File: src/rtl/kyber_hash_pkg.sv
// Shared definitions for the Kyber hash front end: sequencer states and SHAKE128 constants.
package kyber_hash_pkg;

  typedef enum logic [1:0] {
    ST_IDLE = 2'd0,
    ST_LOAD = 2'd1,
    ST_HASH = 2'd2,
    ST_DONE = 2'd3
  } hash_state_t;

  // One 32-byte seed block per job.
  localparam int unsigned LOAD_CYCLES_DEF = 32;
  localparam int unsigned SHAKE128_RATE   = 168;

endpackage

File: src/rtl/shake_arbiter_rr_pick.sv
// Combinational round-robin selector: first set req bit after 'last', wrapping to 0.
module rr_pick #(
  parameter int unsigned NREQ  = 4,
  parameter int unsigned IDX_W = 2
) (
  input  logic [NREQ-1:0]  req,
  input  logic [IDX_W-1:0] last,
  output logic [NREQ-1:0]  pick,
  output logic [IDX_W-1:0] idx,
  output logic             any
);

  // Pass one covers indices above 'last'; pass two wraps around from 0.
  always_comb begin
    pick = '0;
    idx  = '0;
    any  = 1'b0;
    for (int i = 0; i < NREQ; i++) begin
      if (!any && (IDX_W'(i) > last) && req[i]) begin
        any     = 1'b1;
        pick[i] = 1'b1;
        idx     = IDX_W'(i);
      end
    end
    for (int i = 0; i < NREQ; i++) begin
      if (!any && req[i]) begin
        any     = 1'b1;
        pick[i] = 1'b1;
        idx     = IDX_W'(i);
      end
    end
  end

endmodule

File: src/rtl/shake_arbiter.sv
// Round-robin sharing of the SHAKE128 engine: grant, input-RAM load, start/done handshake,
// and a per-requester completion pulse.
module shake_arbiter
  import kyber_hash_pkg::*;
#(
  parameter int unsigned NREQ        = 4,
  parameter int unsigned IDX_W       = 2,
  parameter int unsigned LOAD_CYCLES = LOAD_CYCLES_DEF
) (
  input  logic             clk,
  input  logic             reset,
  input  logic             set,
  input  logic [NREQ-1:0]  req,
  output logic [NREQ-1:0]  gnt,
  output logic [IDX_W-1:0] gnt_idx,
  output logic             busy,
  output logic             load_en,
  output logic [7:0]       load_addr,
  output logic             shake128_full_in,
  input  logic             shake128_done,
  output logic [NREQ-1:0]  req_done
);

  localparam logic [7:0] LAST_ADDR = 8'(LOAD_CYCLES - 1);

  hash_state_t      state;
  logic [IDX_W-1:0] last;
  logic [NREQ-1:0]  pick;
  logic [IDX_W-1:0] pick_idx;
  logic             pick_any;

  rr_pick #(
    .NREQ  (NREQ),
    .IDX_W (IDX_W)
  ) u_rr_pick (
    .req  (req),
    .last (last),
    .pick (pick),
    .idx  (pick_idx),
    .any  (pick_any)
  );

  // Sequencer; 'set' low freezes everything, reset overrides it.
  always_ff @(posedge clk) begin
    if (reset) begin
      state            <= ST_IDLE;
      gnt              <= '0;
      gnt_idx          <= '0;
      busy             <= 1'b0;
      load_en          <= 1'b0;
      load_addr        <= '0;
      shake128_full_in <= 1'b0;
      req_done         <= '0;
      last             <= IDX_W'(NREQ - 1);
    end else if (set) begin
      case (state)
        ST_IDLE: begin
          if (pick_any) begin
            gnt       <= pick;
            gnt_idx   <= pick_idx;
            busy      <= 1'b1;
            load_en   <= 1'b1;
            load_addr <= '0;
            state     <= ST_LOAD;
          end
        end
        ST_LOAD: begin
          if (load_addr == LAST_ADDR) begin
            load_en          <= 1'b0;
            load_addr        <= '0;
            shake128_full_in <= 1'b1;
            state            <= ST_HASH;
          end else begin
            load_addr <= load_addr + 8'd1;
          end
        end
        ST_HASH: begin
          // gnt is the one-hot form of gnt_idx, so it doubles as the done mask.
          if (shake128_done) begin
            shake128_full_in <= 1'b0;
            req_done         <= gnt;
            last             <= gnt_idx;
            state            <= ST_DONE;
          end
        end
        ST_DONE: begin
          req_done <= '0;
          gnt      <= '0;
          busy     <= 1'b0;
          state    <= ST_IDLE;
        end
        default: state <= ST_IDLE;
      endcase
    end
  end

endmodule

File: config.mk
export PLATFORM = sky130hd
export DESIGN_NAME = shake_arbiter
export DESIGN_NICKNAME = d
export VERILOG_FILES = /design/src/rtl/kyber_hash_pkg.sv /design/src/rtl/shake_arbiter_rr_pick.sv /design/src/rtl/shake_arbiter.sv
export SDC_FILE = /design/constraint.sdc
export NUM_CORES = 1
export LEC_CHECK = 0
export BUFFER_PORTS_ARGS = -buffer_cell sky130_fd_sc_hd__buf_2
export CAP_MARGIN = 40
export CORE_ASPECT_RATIO = 2
export CORE_MARGIN = 8
export CORE_UTILIZATION = 53
export CTS_CLUSTER_DIAMETER = 120
export DETAILED_ROUTE_END_ITERATION = 16
export PLACE_DENSITY = 0.78
export SYNTH_ARGS = -nofsm -noshare
export SYNTH_HDL_FRONTEND = slang
export SYNTH_HIERARCHICAL = 1
export SYNTH_SLANG_ARGS = --single-unit
export TNS_END_PERCENT = 5
File: constraint.sdc
create_clock -name clk -period 2.3 [get_ports clk]
set_input_delay 0.345 -clock clk [delete_from_list [all_inputs] [get_ports clk]]
set_output_delay 0.345 -clock clk [all_outputs]
set_load 0.01 [all_outputs]
# ---- Word-level counts from Yosys, hierarchy flattened
# Cells that the tools add are included.
dict set report word_totals {
  out_inout_bits 21
  word_cells 92
  input_bits 8
  regBits 25
}
dict set report classes {
  addsub 1
  n_reduce_logical 31
  n_mux 40
  n_eq_ne 7
  magnitude_cmp 4
}
# operator count
set op_table {}
lappend op_table {{2-to-1 mux 1 bit} 20}
lappend op_table {{2-to-1 mux 2 bit} 9}
lappend op_table {{2-to-1 mux 8 bit} 2}
lappend op_table {{case mux 4 bit (2 select lines)} 2}
lappend op_table {{case mux 8 bit (2 select lines)} 1}
lappend op_table {{AND reduction 3 bit} 5}
lappend op_table {{AND reduction 4 bit} 3}
lappend op_table {{logical AND 1 bit} 11}
lappend op_table {{adder 8 x 1 -> 8 bit, second input constant} 1}
lappend op_table {{== test 8 x 5 -> 1 bit, second input constant} 1}
lappend op_table {{2-to-1 mux 4 bit} 2}
lappend op_table {{case mux 2 bit (4 select lines)} 1}
lappend op_table {{nonzero test 2 bit} 4}
lappend op_table {{logical NOT 1 bit} 7}
lappend op_table {{inequality test 2 bit, second input constant} 3}
lappend op_table {{case mux 1 bit (2 select lines)} 3}
lappend op_table {{== test 2 bit, second input constant} 2}
lappend op_table {{> comparator 1 x 2 -> 1 bit, first input constant} 2}
lappend op_table {{> comparator 2 bit, first input constant} 2}
lappend op_table {{== test 2 x 1 -> 1 bit, second input constant} 1}
lappend op_table {{logical NOT 2 bit} 1}

# ---- Depth between registers and ports, before layout
dict set report logic_depth {
  depth_word 29
  depth_mapped 7
}

# ---- Cells and area by module
# The synthesis kept the hierarchy.
# mod area_each_um2 seq_area_each_um2 instances cells_each
set by_module_without_submodules {}
lappend by_module_without_submodules {shake_arbiter 1149.9 500.5 1 121}
lappend by_module_without_submodules {rr_pick 236.5 0.0 1 34}

# ---- Worst setup path before layout
# Ideal clock, no wire load.
dict set report synth_path {
  path_type {in2reg}
  startpoint {in req[3]}
  endpoint {reg load_en}
  arrival_time_ps 1613
  stages 7
  path_slack_ps 595
  cell_sequence {buf_12 > nor2_1 > nand2_1 > mux2i_1 > nor2b_1 > a21o_1 > o32ai_1}
}
dict set report synth_between {
  elab_chain_cells 16
}
# item line
set synth_rtl {}
lappend synth_rtl {{from (decl)} shake_arbiter.sv:13} ;# input logic [NREQ-1:0] req,
lappend synth_rtl {{logical AND 1 bit} shake_arbiter_rr_pick.sv:19} ;# if (!any && (IDX_W'(i) > last) && req[i]) begin
lappend synth_rtl {{2-to-1 mux 1 bit} shake_arbiter_rr_pick.sv:19}
lappend synth_rtl {{logical NOT 1 bit} shake_arbiter_rr_pick.sv:26} ;# if (!any && req[i]) begin
lappend synth_rtl {{logical AND 1 bit} shake_arbiter_rr_pick.sv:26}
lappend synth_rtl {{2-to-1 mux 1 bit} shake_arbiter_rr_pick.sv:26}
lappend synth_rtl {{logical NOT 1 bit} shake_arbiter_rr_pick.sv:26}
lappend synth_rtl {{logical AND 1 bit} shake_arbiter_rr_pick.sv:26}
lappend synth_rtl {{2-to-1 mux 1 bit} shake_arbiter_rr_pick.sv:26}
lappend synth_rtl {{logical NOT 1 bit} shake_arbiter_rr_pick.sv:26}
lappend synth_rtl {{logical AND 1 bit} shake_arbiter_rr_pick.sv:26}
lappend synth_rtl {{2-to-1 mux 1 bit} shake_arbiter_rr_pick.sv:26}
lappend synth_rtl {{logical NOT 1 bit} shake_arbiter_rr_pick.sv:26}
lappend synth_rtl {{logical AND 1 bit} shake_arbiter_rr_pick.sv:26}
lappend synth_rtl {{2-to-1 mux 1 bit *} shake_arbiter_rr_pick.sv:26}
lappend synth_rtl {{net pick_any} shake_arbiter.sv:30} ;# logic pick_any;
lappend synth_rtl {{inequality test 2 bit (no source line) *} --}
lappend synth_rtl {{AND reduction 4 bit (no source line) *} --}
lappend synth_rtl {{to (signal assigned)} shake_arbiter.sv:50} ;# load_en <= 1'b0;
lappend synth_rtl {{to (signal assigned)} shake_arbiter.sv:62} ;# load_en <= 1'b1;
lappend synth_rtl {{to (signal assigned)} shake_arbiter.sv:69} ;# load_en <= 1'b0;
lappend synth_rtl {{to (decl)} shake_arbiter.sv:17} ;# output logic load_en,
# Mark *: on every way through the listed nets, which the timed path passes. The rest lies on a longest branch.
# A chain may end at the register's enable or synchronous reset.

# ---- Worst setup path in the final report
dict set report layout_path {
  startpoint {reg state[1]}
  endpoint {reg load_en}
}
dict set report layout_between {
  elab_chain_cells 3
}
# item line
set layout_rtl {}
lappend layout_rtl {{from (decl)} shake_arbiter.sv:26} ;# hash_state_t state;
lappend layout_rtl {{from (signal assigned)} shake_arbiter.sv:46} ;# state <= ST_IDLE;
lappend layout_rtl {{from (signal assigned)} shake_arbiter.sv:64} ;# state <= ST_LOAD;
lappend layout_rtl {{from (signal assigned)} shake_arbiter.sv:72} ;# state <= ST_HASH;
lappend layout_rtl {{== test 2 x 1 -> 1 bit or logical NOT 2 bit (tied branches)} shake_arbiter.sv:56} ;# case (state)
lappend layout_rtl {{inequality test 2 bit (no source line) or nonzero test 2 bit (tied branches)} --}
lappend layout_rtl {{AND reduction 4 bit (no source line)} --}
# Parallel ways exist; a longest one is shown, timed or not.

==> results.md <==
* Outcome: finished, final reports clean
* Fin nets at 194
* Kind of critical path: reg -> reg
* Area share of the largest cell type after synthesis at 0.361
* Simple logic cell fraction of the synthesized area at 0.254
* Adder-Cell Fraction of Synth Area at 0.0451
* R2r endpoint: load_en$_SDFFE_PP0P_
* P_sw at 0.000268 W
* Initial antenna violation count at 0
* Synth top area cells: dfxtp_1, nor2_1, ha_1
* Cts repair resizes at 0
* Largest family of logic cells by synthesized area: simple AND/OR/NAND/NOR gates
* GRT Total Usage at 0.142
* Reg-to-Reg Start: state[1]$_SDFFE_PP0P_
* Sw frac at 0.288
* CTS tree: yes
* CTS buffer count at 3
* Register bit total from synthesis at 25
* Max IR drop VDD at 0.000381 V
* MaxCap Viol Count at 0
* Hold-fix buffer count after cts at 0
* Synth Area per Inst at 8.94 um^2
* FMAX at 0.504 GHz
* Post-route minimum period at 1990 ps
* DR WL/cell at 15.4 um
* Vias in the first global route at 1,182
* Worst Reg-to-Reg Cells at 6
* Worst R2R Setup Slack at 310 ps
* WP data arrival at 2150 ps
* Worst endpoint required time at 2460 ps
* Leak at 0.653 nW
* GRT overflow at 0
* Startpoint Class: register
* TritonRoute pass-1 iters at 4
* Routability cong. at 0.828
* Post-Synth XOR/XNOR Area at 0.0379
* Hold Crit Class: reg -> reg
* Layout cells sized above 1 at 0.233
* Largest net degree at the start of global routing at 22
* Die H at 88.3 um
* Max transition margin at 0.612
* Slew @ Worst Pin at 565 ps
* RSZ-0062 raised after global routing: false
* Design Area, Final at 1550 um^2
* Tcrit/Tclk final at 0.863
* Post-synth top area cell: dfxtp_1
* Async SR Flop Fraction at 0
* # diodes at 0
* DRT iter0 DRCs at 35
* Worst-skew pair later-pin latency at 260 ps
* Synthesis Warnings at 6
* Logic pwr share at 0.219
* Crit. End Element: register
* Internal at 0.000663 W
* Die footprint at 4610 um^2
* I/O Buffers at 28
* Hold Path Depth at 2
* Clock Tree Buf Depth at 2
* Worst-path fanout max at 7
* # H-tree levels at 1
* Post-Syn Nets at 168
* Placement Cell Area at 1510 um^2
* P&R area growth vs syn at 11.9%
* # DRC at 0
* Clk root buf: clkbuf_8
* Row cnt at 26
* First-pass GRT wire length at 5220 um
* TNS Setup at 0 ps
* Seq/Total Area, Yosys at 0.361
* Pwr/cell area at 600 nW/um^2
* Routed WL at 3210 um
* Vias per cell at 5.84
* Clock transition at path regs at 90 ps
* Final hold violations at 0
* Initial Utilization at 0.546
* Fin cells at 208
* Post-DRT Antenna Nets at 0
* Most common cell in the synthesized netlist: dfxtp_1
* Final count of negative-setup-slack endpoints at 0
* Post-synthesis mux area share at 0.0370
* Worst setup margin at 315 ps
* Post-DP HPWL at 2550 um
* Synth cell count leaders: dfxtp_1, nor2_1, nand2_1, a21oi_1, xnor2_1
* Sequential power share at 0.510
* Die Width at 52.2 um
* Most used DFF post-synth: dfxtp_1
* Crit. Startpoint: state[1]$_SDFFE_PP0P_
* Mapped Area at 1390 um^2
* CTS Sinks at 25
* Slew Viols, Final at 0
* Post-CTS Setup Bufs at 0
* Clk_skew at 7.52 ps
* Ports at 29
* Synth Area in Compound Gates at 0.212
* Clock group share of total power at 0.271
* Critical path capture point: load_en$_SDFFE_PP0P_
* Place WS at 281 ps
* Syn Inst Count at 155
* Post-synth EDFFs at 0
* Core area at 2540 um^2
* DP Cell Count at 204
* Unique cell type count in the Yosys netlist at 50
* Total number of vias at 1,215
## power by group through the flow
stage,registers (W),logic (W),clock network (W)
global placement,0.000485,0.000198,0
CTS,0.000475,0.000205,0.000255
detailed placement,0.000485,0.000203,0
finish,0.000475,0.000204,0.000252
floorplan,0.000488,0.000147,0
global route,0.000479,0.000224,0.000276
## layout make-up
cell class	instances	area [um^2]
sequential	25	500
timing repair buffer	28	140
multi-input combinational	118	812
fill	249	986
clock buffer	4	45.0
tap	28	35.0
inverter	5	18.8
## flip-flops by register name, indices dropped and copies added (netlist names)
signal            flops
load_addr             8
busy                  1
state                 2
gnt_idx               2
last                  2
load_en               1
shake128_full_in      1
gnt                   4
req_done              4
## layer usage
metal	global-route usage	part of all wire	vias to the layer above	wire length (um)
li1	-	-	601	-
met1	0.137	0.38	581	1220
met2	0.275	0.55	29	1770
met3	0.0303	0.056	4	180
met4	0.0521	0.012	0	40
met5	0	0	-	0
## cells by family after synthesis
group | after synthesis
buf+inv | 12
compound gates | 39
xor+xnor | 6
flops | 25
simple gates | 63
mux | 5
fa+ha+maj | 5
## worst min-delay path by stage
stage,startpoint,end,slack (ps)
2_1_floorplan,req_done[1]$_SDFFE_PP0P_,req_done[1]$_SDFFE_PP0P_,480
3_3_place_gp,req_done[2]$_SDFFE_PP0P_,req_done[2]$_SDFFE_PP0P_,440
3_5_place_dp,req_done[2]$_SDFFE_PP0P_,req_done[2]$_SDFFE_PP0P_,440
4_1_cts,req_done[2]$_SDFFE_PP0P_,req_done[2]$_SDFFE_PP0P_,450
5_1_grt,req_done[2]$_SDFFE_PP0P_,req_done[2]$_SDFFE_PP0P_,460
6_report,req_done[2]$_SDFFE_PP0P_,req_done[2]$_SDFFE_PP0P_,450
## through the flow
| step | utilization | total power [W] | hold slack [ps] |
|---|---|---|---|
| 3_5_place_dp | 0.594 | 0.000689 | 441 |
| 6_report | 0.611 | 0.000931 | 449 |
| 4_1_cts | 0.611 | 0.000936 | 451 |
| 2_1_floorplan | - | 0.000635 | 476 |
| 5_1_grt | 0.611 | 0.000979 | 465 |
| 3_3_place_gp | 0.594 | 0.000682 | 440 |
## placed cells by master (no fill, tap or decap), types with 2 or more instances in the layout
master / n
buf_2: 28
dfxtp_1: 25
nor2_1: 20
nand2_1: 12
a21oi_1: 10
xnor2_1: 6
inv_1: 5
nand2b_1: 5
ha_1: 5
nand3_1: 4
a22oi_1: 4
mux2i_1: 4
and2_1: 4
or3b_2: 3
o21ai_0: 3
clkbuf_8: 3
a211o_1: 2
nor2b_1: 2
nand4_1: 2
nor4b_2: 2
a211oi_2: 2
o21a_1: 2
and2b_1: 2
o21bai_1: 2
## critical path, stage by stage, from the launching register on
cell,delay [ps]
dfxtp_1,390
inv_1,80
ha_1,310
mux2i_1,490
nor2b_1,190
a21o_1,280
o32ai_1,150
No activity file was read; power rests on OpenSTA's default activity.
